===== src/rtl/rgb_pkg.sv =====
`default_nettype none
// ============================================================================
// Module   : rgb_pkg
// Purpose  : Shared constants and types for the RGB LED control path.
//            CH_W     - width of one colour channel intensity
//            PWM_LAST - last value of the PWM period counter before it wraps
//            ch_idx_t - channel index enumeration shared with the control FSM
// Revision : 1.0 - initial release
// ============================================================================
package rgb_pkg;

    localparam int CH_W = 8;

    // The period counter runs 0..254, so a duty of 255 never drops low.
    localparam logic [CH_W-1:0] PWM_LAST = 8'd254;

    typedef enum logic [1:0] {
        CH_R = 2'd0,
        CH_G = 2'd1,
        CH_B = 2'd2
    } ch_idx_t;

endpackage : rgb_pkg
`default_nettype wire


===== src/rtl/pwm_channel.sv =====
`default_nettype none
// ============================================================================
// Module   : pwm_channel
// Purpose  : One PWM output channel: a shadow duty register that loads only
//            when told to, plus the registered compare that drives the pin.
// Ports    : clk     in  1     system clock
//            reset   in  1     asynchronous active-low reset
//            en      in  1     driver enable; low forces the output dark
//            load    in  1     shadow load strobe (period wrap or disabled)
//            duty    in  CH_W  requested intensity
//            pwm_cnt in  CH_W  shared period counter
//            led     out 1     registered PWM drive, active-high
// Revision : 1.0 - initial release
// ============================================================================
module pwm_channel
    import rgb_pkg::*;
(
    input  logic            clk,
    input  logic            reset,
    input  logic            en,
    input  logic            load,
    input  logic [CH_W-1:0] duty,
    input  logic [CH_W-1:0] pwm_cnt,
    output logic            led
);

    logic [CH_W-1:0] shadow;

    always_ff @(posedge clk or negedge reset) begin
        if (!reset) begin
            shadow <= '0;
            led    <= 1'b0;
        end else begin
            if (load) begin
                shadow <= duty;
            end
            // Compared against the current shadow, so a load on this edge
            // first affects the output one clock later.
            led <= en && (pwm_cnt < shadow);
        end
    end

endmodule : pwm_channel
`default_nettype wire


===== src/rtl/rgb_pwm_driver.sv =====
`default_nettype none
// ============================================================================
// Module   : rgb_pwm_driver
// Purpose  : Converts three 8-bit channel intensities into PWM pin drives
//            using a shared prescaled period counter. Duties are
//            double-buffered and switch only at period wraps. Also produces
//            a square-wave blink used by the control FSM.
// Ports    : clk          in  1  system clock
//            reset        in  1  asynchronous active-low reset
//            en           in  1  driver enable
//            prescale     in  8  tick every prescale+1 clocks
//            duty_r/g/b   in  8  requested intensities
//            led_r/g/b    out 1  registered PWM drives
//            period_start out 1  one-clock pulse at the start of each period
//            blink        out 1  square wave, BLINK_DIV periods per half
// Revision : 1.0 - initial release
// ============================================================================
module rgb_pwm_driver
    import rgb_pkg::*;
#(
    parameter int BLINK_DIV = 64
)
(
    input  logic            clk,
    input  logic            reset,
    input  logic            en,
    input  logic [7:0]      prescale,
    input  logic [CH_W-1:0] duty_r,
    input  logic [CH_W-1:0] duty_g,
    input  logic [CH_W-1:0] duty_b,
    output logic            led_r,
    output logic            led_g,
    output logic            led_b,
    output logic            period_start,
    output logic            blink
);

    localparam logic [15:0] BLINK_LAST = 16'(BLINK_DIV - 1);

    logic [7:0]      pre_cnt;
    logic [CH_W-1:0] pwm_cnt;
    logic [15:0]     blink_cnt;
    logic            tick;
    logic            wrap;
    logic            load;

    // Gating with en gives a disable priority over tick and wrap. The >=
    // compare makes a mid-count drop of prescale tick at once instead of
    // running the 8-bit counter all the way round.
    assign tick = en && (pre_cnt >= prescale);
    assign wrap = tick && (pwm_cnt == PWM_LAST);
    // While disabled the shadows track the duty inputs, so the first period
    // after enable uses the values present on the last disabled clock.
    assign load = wrap || !en;

    always_ff @(posedge clk or negedge reset) begin
        if (!reset) begin
            pre_cnt      <= '0;
            pwm_cnt      <= '0;
            blink_cnt    <= '0;
            blink        <= 1'b0;
            period_start <= 1'b0;
        end else if (!en) begin
            pre_cnt      <= '0;
            pwm_cnt      <= '0;
            blink_cnt    <= '0;
            blink        <= 1'b0;
            period_start <= 1'b0;
        end else begin
            pre_cnt      <= tick ? 8'd0 : pre_cnt + 8'd1;
            period_start <= wrap;
            if (tick) begin
                pwm_cnt <= wrap ? '0 : pwm_cnt + 1'b1;
            end
            if (wrap) begin
                if (blink_cnt == BLINK_LAST) begin
                    blink     <= ~blink;
                    blink_cnt <= '0;
                end else begin
                    blink_cnt <= blink_cnt + 16'd1;
                end
            end
        end
    end

    pwm_channel u_ch_r (
        .clk     (clk),
        .reset   (reset),
        .en      (en),
        .load    (load),
        .duty    (duty_r),
        .pwm_cnt (pwm_cnt),
        .led     (led_r)
    );

    pwm_channel u_ch_g (
        .clk     (clk),
        .reset   (reset),
        .en      (en),
        .load    (load),
        .duty    (duty_g),
        .pwm_cnt (pwm_cnt),
        .led     (led_g)
    );

    pwm_channel u_ch_b (
        .clk     (clk),
        .reset   (reset),
        .en      (en),
        .load    (load),
        .duty    (duty_b),
        .pwm_cnt (pwm_cnt),
        .led     (led_b)
    );

endmodule : rgb_pwm_driver
`default_nettype wire


===== config.mk =====
export PLATFORM = sky130hd
export DESIGN_NAME = rgb_pwm_driver
export DESIGN_NICKNAME = d
export VERILOG_FILES = /design/src/rtl/rgb_pkg.sv /design/src/rtl/pwm_channel.sv /design/src/rtl/rgb_pwm_driver.sv
export SDC_FILE = /design/constraint.sdc
export NUM_CORES = 1
export LEC_CHECK = 0
export CORE_UTILIZATION = 35
export CTS_CLUSTER_DIAMETER = 200
export DETAILED_ROUTE_END_ITERATION = 6
export SLEW_MARGIN = 30
export SYNTH_ARGS = -nofsm -noshare
export SYNTH_HDL_FRONTEND = slang
export SYNTH_SLANG_ARGS = --single-unit

===== constraint.sdc =====
create_clock -name clk -period 3.61 [get_ports clk]
set_clock_uncertainty 0.1 [all_clocks]
set_input_delay 0.361 -clock clk [delete_from_list [all_inputs] [get_ports clk]]
set_output_delay 0.361 -clock clk [all_outputs]
set_load 0.05 [all_outputs]

==> summary.md <==
| Metric | Value |
|---|---|
| Outcome | completed |
| Launch point of the worst hold path | u_ch_g.shadow[1] |
| Pins over their slew limit | 0 |
| Cells after Synth | 371 |
| Largest fanout on the critical path | 31 |
| Wire length of the first global-routing pass | 13800 um |
| Critical path required time | 3740 ps |
| Max Clock Freq | 0.395 GHz |
| Area of the mapped netlist | 3690 um2 |
| Area of the core | 10300 um2 |
| Clock period minus final worst setup slack | roughly 2500 ps |
| Area of the die | 11000 um2 |
| Routability congestion estimate from global placement | 0.775 |
| Vias in the first global route | 2958 |
| Later-pin clock latency in the skew report | 350 ps |
| Area fraction of the dominant cell type after synthesis | 41.4% |
| Post-route non-filler standard cell count | 558 |
| Detailed-router iteration count before antenna repair | 4 |
| Horizontal die dimension | 105 um |
| Detailed placement HPWL | 5610 um |
| Initial standard-cell utilization of the core | 35.9% |
| Area leader, netlist | sky130_fd_sc_hd__dfrtp_1 |
| Area Overhead vs Synth | 20.2% |
| Clock tree sinks | approximately 60 |
| Pin count of the biggest net entering global routing | 35 |
| Vertical extent of the die | 105 um |
| Power density of the placed cells | 344 nW/um2 |
| Share of synthesized flip-flops with an asynchronous set or reset | 100% |
| Setup tns final | 0 ps |
| Setup repair after global routing missed its margin | no |
| Sequential fraction of the synthesis area | 41.4% |
| Mean instance size in the synthesized netlist | 9.94 um2 |
| Number of routed nets with antenna violations | 0 |
| Drc violations | 0 |
| TritonCTS buffer count | 9 |
| Initial antenna violation count | 0 |
| Aggregate routed wire length | 8150 um |
| Crit path arrival time | 2660 ps |
| Global-route usage over all layers | 15.8% |
| Yosys warning total | 0 |
| Worst voltage drop across the vdd grid | approximately 190 uV |
| Max_slew headroom | 52.1% |
| Post-synth cell types | just over 50 |
| Reg2Reg Launch Point | pre_cnt[0] |
| Most common flop cell mapped by yosys | sky130_fd_sc_hd__dfrtp_1 |
| Number of vias after detailed routing | 2951 |
| Worst hold path class | reg2reg |
| CP Class | in2reg |
| Placement Rows | 37 |
| Setup slack of the most critical reg-to-reg path | 1110 ps |
| Worst Reg-to-Reg Cells | 8 |
| Max-cap violations | 0 |
| Worst setup EP type | flop |
| Post-CTS setup buffers | 0 |
| Cells after DPL | 541 |
| Number of fill cells | 1011 |
| Type of origin of the critical path | primary input |
| Clock transition at path regs | around 70 ps |
| Via/cell ratio | 5.29 |
| Inserted Diodes | 0 |
| Clock H-tree levels | 3 |
| Final Net Count | between 400 and 500 |
| Finish-stage setup viols | 0 |
| Number of gates resized after CTS | 0 |
| Routed WL per cell | approximately 15 um |
| Hold path endpoint | u_ch_g.shadow[1] |
| Leakage | between 0.002 and 0.0025 uW |
| Actual slew at the worst max-slew pin | ~710 ps |
| Final Hold Violating Endpoints | 0 |
| TritonCTS clock tree | yes |
| Final design utilization | 43.1% |
| Flop and latch count out of synthesis | 61 |
| Final standard cell area without fillers | 4430 um2 |
| Post-place instance area | 4230 um2 |
| GRT overflow | 0 |
| Violation count after the first detailed-route iteration | 107 |
| Count of buffers from port buffering | 39 |
| Number of synthesized flops with an enable pin | 0 |
| Synth top area cells | sky130_fd_sc_hd__dfrtp_1 (41%), sky130_fd_sc_hd__ha_1 (11%), sky130_fd_sc_hd__mux2_1 (6.4%) |
| Clock Root Buffer | sky130_fd_sc_hd__clkbuf_8 |
| Synthesized netlist net count | 439 |
| I/O pin cnt | 40 |
| Final cycle utilization of the critical path | 70.2% |
| Number of buffers added to fix hold violations after cts | 1 |
| Number of buffers on the longest clock path | 2 |
| Launch point of the critical path | prescale[7] |
| Proportion of layout cells with a drive suffix above 1 | 8.29% |
| Capturing point of the worst reg2reg path | u_ch_g.shadow[2] |
| Cell depth of the worst hold path | 1 |
flip-flops by register name, summed over array words and instances, names as in the netlist:
signal         cells
pwm_cnt            8
u_ch_g.shadow      8
u_ch_r.shadow      8
u_ch_g.led         1
period_start       1
u_ch_b.led         1
u_ch_b.shadow      8
pre_cnt            8
u_ch_r.led         1
blink              1
blink_cnt         16
worst max-delay path by stage:
stage / cells after the start / slack, ps / end
global placement: 9 / 740 / u_ch_r.shadow[1]
finish: 9 / 1080 / u_ch_g.shadow[2]
global route: 9 / 950 / u_ch_b.shadow[3]
detailed placement: 9 / 720 / u_ch_b.shadow[3]
CTS: 9 / 1070 / u_ch_g.shadow[2]
floorplan: 8 / 1240 / u_ch_g.shadow[5]
layer usage:
layer | up-vias | GRT usage (%) | wire [um]
met4 | 0 | 5.53 | 138
met5 | - | 0 | 0
met3 | 15 | 3.49 | 324
met1 | 1433 | 20.3 | 3900
met2 | 68 | 26.2 | 3790
li1 | 1435 | - | -
through the flow:
stage	total power, uW	setup WS, ps	hold slack [ps]
after floorplan	850	1240	-34.6
after global placement	928	744	332
after detailed placement	933	718	321
after CTS	1550	1070	393
after global routing	1590	948	412
final	1520	1080	385
cells by family (layout without fill, tap and decap cells):
| kind of cell | count (synthesis) | after routing | share of synthesized area, % |
|---|---|---|---|
| and+or+nand+nor | 114 | 114 | 17.6 |
| AOI/OAI and AO/OA | 83 | 83 | 14.7 |
| DFF | 61 | 61 | 41.4 |
| buffers and inverters | 47 | 98 | 5.29 |
| adders and majority gates | 33 | 33 | 11.2 |
| muxes | 27 | 27 | 8.45 |
| xor gates and xnor gates | 6 | 6 | 1.42 |
critical path, stage by stage:
cell	delay, ps
sky130_fd_sc_hd__clkdlybuf4s50_1	450
sky130_fd_sc_hd__inv_1	40
sky130_fd_sc_hd__ha_1	300
sky130_fd_sc_hd__nand4_1	90
sky130_fd_sc_hd__a21oi_1	380
sky130_fd_sc_hd__a21oi_4	120
sky130_fd_sc_hd__o21ai_2	150
sky130_fd_sc_hd__buf_4	400
sky130_fd_sc_hd__mux2_1	360
power breakdown:
part | internal (uW) | switching, uW
logic | 93.2 | 88.1
clock network | 317 | 289
registers | 716 | 20.5
total | 1130 | 397
cell usage after synthesis (4+ instances only):
master                      n
sky130_fd_sc_hd__inv_1     34
sky130_fd_sc_hd__a21oi_1   29
sky130_fd_sc_hd__nand3_1   20
sky130_fd_sc_hd__o211ai_1   4
sky130_fd_sc_hd__clkbuf_1   7
sky130_fd_sc_hd__or3_1      9
sky130_fd_sc_hd__ha_1      33
sky130_fd_sc_hd__a21o_1     9
sky130_fd_sc_hd__o21ai_1   10
sky130_fd_sc_hd__nand4b_1   4
sky130_fd_sc_hd__and3_1     7
sky130_fd_sc_hd__a211oi_1   5
sky130_fd_sc_hd__nand2_1   19
sky130_fd_sc_hd__nand4_1    9
sky130_fd_sc_hd__nand2b_1   6
sky130_fd_sc_hd__nor2_1    17
sky130_fd_sc_hd__mux2_1    21
sky130_fd_sc_hd__o31ai_1    9
sky130_fd_sc_hd__and2_1     5
sky130_fd_sc_hd__xor2_1     5
sky130_fd_sc_hd__dfrtp_1   61
cell type report:
cell class / count / area, um2 / share of cell area [%]
multi-input combinational: 263 / 1970 / 44.4
sequential: 61 / 1530 / 34.4
timing repair buffer: 47 / 448 / 10.1
tap: 136 / 170 / 3.84
inverter: 35 / 131 / 2.96
clock buffer: 10 / 128 / 2.88
clock inverter: 6 / 63.8 / 1.44
cell usage in the layout, fill, tap and decap left out, drive strengths merged, types with 5 or more instances in the layout:
cell type	count
a211oi	5
a21o	9
a21oi	31
and2	5
and3	7
buf	8
clkbuf	10
clkdlybuf4s50	38
dfrtp	61
ha	33
inv	34
mux2	24
nand2	20
nand2b	6
nand3	20
nand4	10
nor2	17
nor3	5
o21ai	14
o31ai	9
or3	9
xor2	5
(Power assumes the default switching activity.)
==> RTL change 1, RTL diff (same settings) <==
Change the package constant `CH_W` from 8 to 10.
--- a/src/rtl/rgb_pkg.sv
+++ b/src/rtl/rgb_pkg.sv
@@ -11,3 +11,3 @@
 
-    localparam int CH_W = 8;
+    localparam int CH_W = 10;
 
Interface: changed (resized duty_b, duty_g and duty_r); port bits go from 40 to 46. No check against the original RTL was run, so the function may have changed too.
==> RTL change 1 against the unedited design <==
- the flow now finishes with violations (negative hold slack)
- final area increased by 13%
- worst setup slack got worse by 0.37 ns
- sequential cell count increased by 8
- count of clock-buffer cells in the layout increased by 2
- routed wire length increased by 5.2%
- power increased by 26%
- worst hold slack got worse by 0.40 ns
- core utilization increased by 0.40 points
- global-route usage decreased by 0.99 points
- synthesized area increased by 12%
- register-to-register slack got worse by 0.40 ns
- critical path type is now reg -> reg
- highest routed layer unchanged
==> RTL change 1: results (changes against the unedited design) <==
outcome=finished with violations; failing checks=negative hold slack; vias per cell=5.23 (-1.2%); Fill cells=1,107 (+9.5%); largest family of logic cells by synthesized area=simple AND/OR/NAND/NOR gates; DR pass1 iterations=5 (+1); synth unique cells=55 (+7.8%); first-pass GRT wire length=14.8 mm (+7.1%); ANT cells=0 (unchanged); Fin. Hold Viols=14 (+14); family with the most delay on the worst path=flip-flops; Skew-Pair Late Insertion Delay=0.33 ns (-0.02 ns); Max Fclk=0.345 GHz (-13%); met1 Track Usage GR=0.194 (-0.00917); crit path launch=pwm_cnt[1]$_DFFE_PN0P_; pin count of the biggest net entering global routing=39 (+11%); All-Layer GR Usage=0.148 (-0.00995); CTS clock-pin slew for the worst setup and hold paths=0.06 ns; crit path to=u_ch_b.shadow[7]$_DFFE_PN0P_; met3 Use GR=0.0351 (+0.000192); syn nets=473 (+7.7%); CTS root buffer=clkbuf_16; CP max FO=38 (+23%); area share of fa/ha/maj cells after synthesis=0.118 (+0.00617); layout cells sized above 1=0.124 (+0.0407); xor/xnor share of the synthesized area=0.0127 (-0.00153); Slowest cell on crit path=dfrtp_1; gp weighted congestion=0.795 (+2.6%); Post-synth top cells=dfrtp_1 (69), ha_1 (39), inv_1 (38); total leakage power=2.28 nW (+12%); Synth Area in Compound Gates=0.130 (-0.0169); Initial DRC Count=99 (-7.5%); Seq/Total Area, Yosys=0.418 (+0.00409); hold_ws=-0.0128 ns (-0.398 ns); I/O Buffers=45 (+15%); yosys warns=0 (unchanged); arrival time of the worst setup path=3.01 ns (+0.35 ns); post_cts resized=0 (unchanged); Biggest register=blink_cnt; Reg2Reg Depth=7 (-1); number of global-route vias before repair=3,132 (+5.9%); Worst VDD drop=0.000280 V (+44%); Slew @ Worst Pin=0.751 ns (+0.0368 ns); synth top area cells=dfrtp_1 (42%), ha_1 (12%), mux2_2 (4.9%); max FFs per register=16 (unchanged); final wirelength=8.57 mm (+5.2%); Switching Fraction=0.230 (-0.0303); Nets=520 (+7.2%); pre-CTS WS=0.419 ns (-0.298 ns); Detailed Place HPWL=6.16 mm (+9.8%); Hold WC Path Type=in -> async; critical path's largest stage delay=0.61 ns (+0.16 ns); multiplexer area fraction after synthesis=0.105 (+0.0209); CTS max path bufs=2 (unchanged); met2 global-route usage=0.246 (-0.0156)
## RTL change 1: cell count changes after synthesis, moves of 7 or more
cell     before  now
a21o_1        9    0
a21oi_1      29   17
dfrtp_1      61   69
mux2_1       21    2
mux2_2        0   18
mux2_4        3   10
o21a_1        0    8
o21ai_0       3   15
o21ai_1      10    0
## RTL change 1: cell families after synthesis
logic type | after synthesis
compound gates | 76
xor+xnor | 6
fa+ha+maj | 39
buf+inv | 52
flops | 69
mux | 36
simple gates | 115
## RTL change 1: metal layers
layer	up-vias	wire, microns
met5	-	0
met4	0	62
met3	6	308
met2	61	4130
met1	1495	4070
li1	1511	-
## RTL change 1: power by group through the flow
| stage | combinational [mW] | sequential, mW | clock (mW) |
|---|---|---|---|
| after floorplan | 0.131 | 0.849 | 0 |
| after global placement | 0.215 | 0.849 | 0 |
| after detailed placement | 0.222 | 0.851 | 0 |
| after CTS | 0.223 | 0.837 | 0.895 |
| after global routing | 0.246 | 0.842 | 0.926 |
| final | 0.218 | 0.836 | 0.874 |
## RTL change 1: through the flow
stage | hold WS [ns] | instance area (sq um) | cells | util | power, mW
2_1_floorplan | -0.0346 | 4130 | 393 | - | 0.980
3_3_place_gp | 0.355 | 4700 | 572 | 0.410 | 1.06
3_5_place_dp | 0.372 | 4700 | 572 | 0.410 | 1.07
4_1_cts | 0.0209 | 4990 | 588 | 0.435 | 1.95
5_1_grt | 0.0724 | 4990 | 588 | 0.435 | 2.01
6_report | -0.0128 | 4990 | 588 | 0.435 | 1.93
## RTL change 1: layout make-up
class	instances	area (sq um)	area share
Timing Repair Buffer	49	475	0.0952
Tap cell	143	179	0.0358
Inverter	39	146	0.0293
Clock buffer	12	246	0.0494
Multi-Input combinational cell	272	2170	0.435
Clock inverter	4	47.5	0.00952
Sequential cell	69	1730	0.346
==> RTL change 2, RTL diff (config.mk and constraints unchanged) <==
Made on the original files. Reset style: synchronous (`reset`), changed in 2 clocked blocks. Comments in the files are not updated.
--- a/src/rtl/pwm_channel.sv
+++ b/src/rtl/pwm_channel.sv
@@ -28,3 +28,3 @@
 
-    always_ff @(posedge clk or negedge reset) begin
+    always_ff @(posedge clk) begin
         if (!reset) begin
--- a/src/rtl/rgb_pwm_driver.sv
+++ b/src/rtl/rgb_pwm_driver.sv
@@ -55,3 +55,3 @@
 
-    always_ff @(posedge clk or negedge reset) begin
+    always_ff @(posedge clk) begin
         if (!reset) begin
Formal check against the unedited RTL: differs if reset is asserted again (counterexample within 4 cycles, from zero or initial values and one cycle with reset low); with reset held inactive, the same outputs for 10 cycles.
==> RTL change 2 against the unedited design <==
- worst setup slack worse by 0.11 ns
- final area down 1.7%
- synthesized area decreased by 1.9%
- sequential cell count did not move
- routed wire length decreased by 4.0%
- power is 6.6% higher
- maximum frequency shrank 4.0%
- critical path type unchanged
- highest routed layer unchanged
- sequential share of layout area down 6.4 points
- largest power group is now clock
- first-iteration DRC count grew 38%
- cell count increased by 5.7%
==> RTL change 2: results (changes against the unedited design) <==
DR pass1 iterations=4 (unchanged); layout cells sized above 1=0.0788 (-0.00416); met3 Use GR=0.0485 (+0.0135); number of global-route vias before repair=2,975 (+0.57%); pin count of the biggest net entering global routing=49 (+40%); Biggest register=blink_cnt; first-pass GRT wire length=13.4 mm (-2.9%); met1 Track Usage GR=0.187 (-0.0161); post_cts resized=0 (unchanged); top sig layer=met4; ys flop type=dfxtp_1; Power Internal=1.24 mW (+9.9%); top-count cell post-synth=nand2_1; CTS root buffer=clkbuf_8; gp weighted congestion=0.801 (+3.5%); max FFs per register=16 (unchanged); Post-Layout Cell Count=590 (+5.7%); met1 WL=3.91 mm (+0.28%); Worst VDD drop=0.000244 V (+26%); vias per cell=5.15 (-2.7%); total leakage power=1.70 nW (-16%); sequential share of power=0.434 (-0.049); Nets=520 (+7.2%); mean post-synth cell area=8.70 sq um (-13%); yosys warns=0 (unchanged); CP max FO=10 (-68%); Initial DRC Count=148 (+38%); Detailed Place HPWL=5.56 mm (-0.97%); synth unique cells=50 (-2.0%); final wirelength=7.82 mm (-4.0%); arrival time of the worst setup path=2.79 ns (+0.13 ns); total setup buffers inserted after CTS=0 (unchanged); Final setup viols=0 (unchanged); Post-synth top cells=nand2_1 (71), dfxtp_1 (61), inv_1 (34); I/O Buffers=39 (unchanged); All-Layer GR Usage=0.151 (-0.00722); Post-synth ARST share=0 (-1.00); family with the most delay on the worst path=compound AO/OA/AOI/OAI gates; Switching Fraction=0.238 (-0.0230); WL met2=3.47 mm (-8.5%); Hold WC Path Type=reg -> reg; Slew @ Worst Pin=0.728 ns (+0.0138 ns); synth top area cells=dfxtp_1 (34%), ha_1 (11%), mux2i_1 (7.7%); CTS max path bufs=2 (unchanged); initial antenna violation count=0 (unchanged); outcome=finished clean; met2 global-route usage=0.248 (-0.0133); Power Clock=0.752 mW (+24%); syn nets=484 (+10%); placed cells=574 (+6.1%); Seq/Total Area, Yosys=0.338 (-0.0762); metal3 WL=390 microns (+20%); DP Area=4110 sq um (-2.9%)
## RTL change 2: worst min-delay path, stage by stage, from the launching register on
cell and delay, ns:
dfxtp_1 0.31, nand2_1 0.05, mux2i_1 0.05
## RTL change 2: path summary, 6_finish.rpt
check | from | endpoint | slack (ns) | cells past startpoint
worst max-delay path | prescale[5] | pwm_cnt[1]$_SDFFE_PN0P_ | 0.97 | 8
worst min-delay path | u_ch_g.shadow[3]$_SDFFE_PN0P_ | u_ch_g.shadow[3]$_SDFFE_PN0P_ | 0.36 | 2
worst max register to register | pwm_cnt[1]$_SDFFE_PN0P_ | blink_cnt[11]$_SDFFE_PN0P_ | 1.01 | 6
worst min register to register | u_ch_g.shadow[3]$_SDFFE_PN0P_ | u_ch_g.shadow[3]$_SDFFE_PN0P_ | 0.36 | 2
## RTL change 2: logic make-up after synthesis
family,Yosys count,share of synthesized area
adder cells (fa/ha/maj),33,0.114
XOR/XNOR,9,0.0218
multiplexers,28,0.0775
AO/OA/AOI/OAI,69,0.151
flip-flops,61,0.338
AND/OR/NAND/NOR,162,0.232
buffers and inverters,54,0.0654
## RTL change 2: per-stage QoR
stage | setup WS [ns] | hold WS [ns]
finish | 0.971 | 0.359
global route | 0.803 | 0.383
CTS | 0.845 | 0.362
detailed placement | 0.614 | 0.353
global placement | 0.694 | 0.346
floorplan | 1.32 | 0.338
## RTL change 2: layout make-up
cell class                      instances  area, sq um
Timing Repair Buffer                   45          435
Inverter                               34          128
Clock inverter                          7          124
Clock buffer                            9          124
Sequential cell                        61         1220
Fill cell                             986         5550
Tap cell                              133          166
Multi-Input combinational cell        301         2160
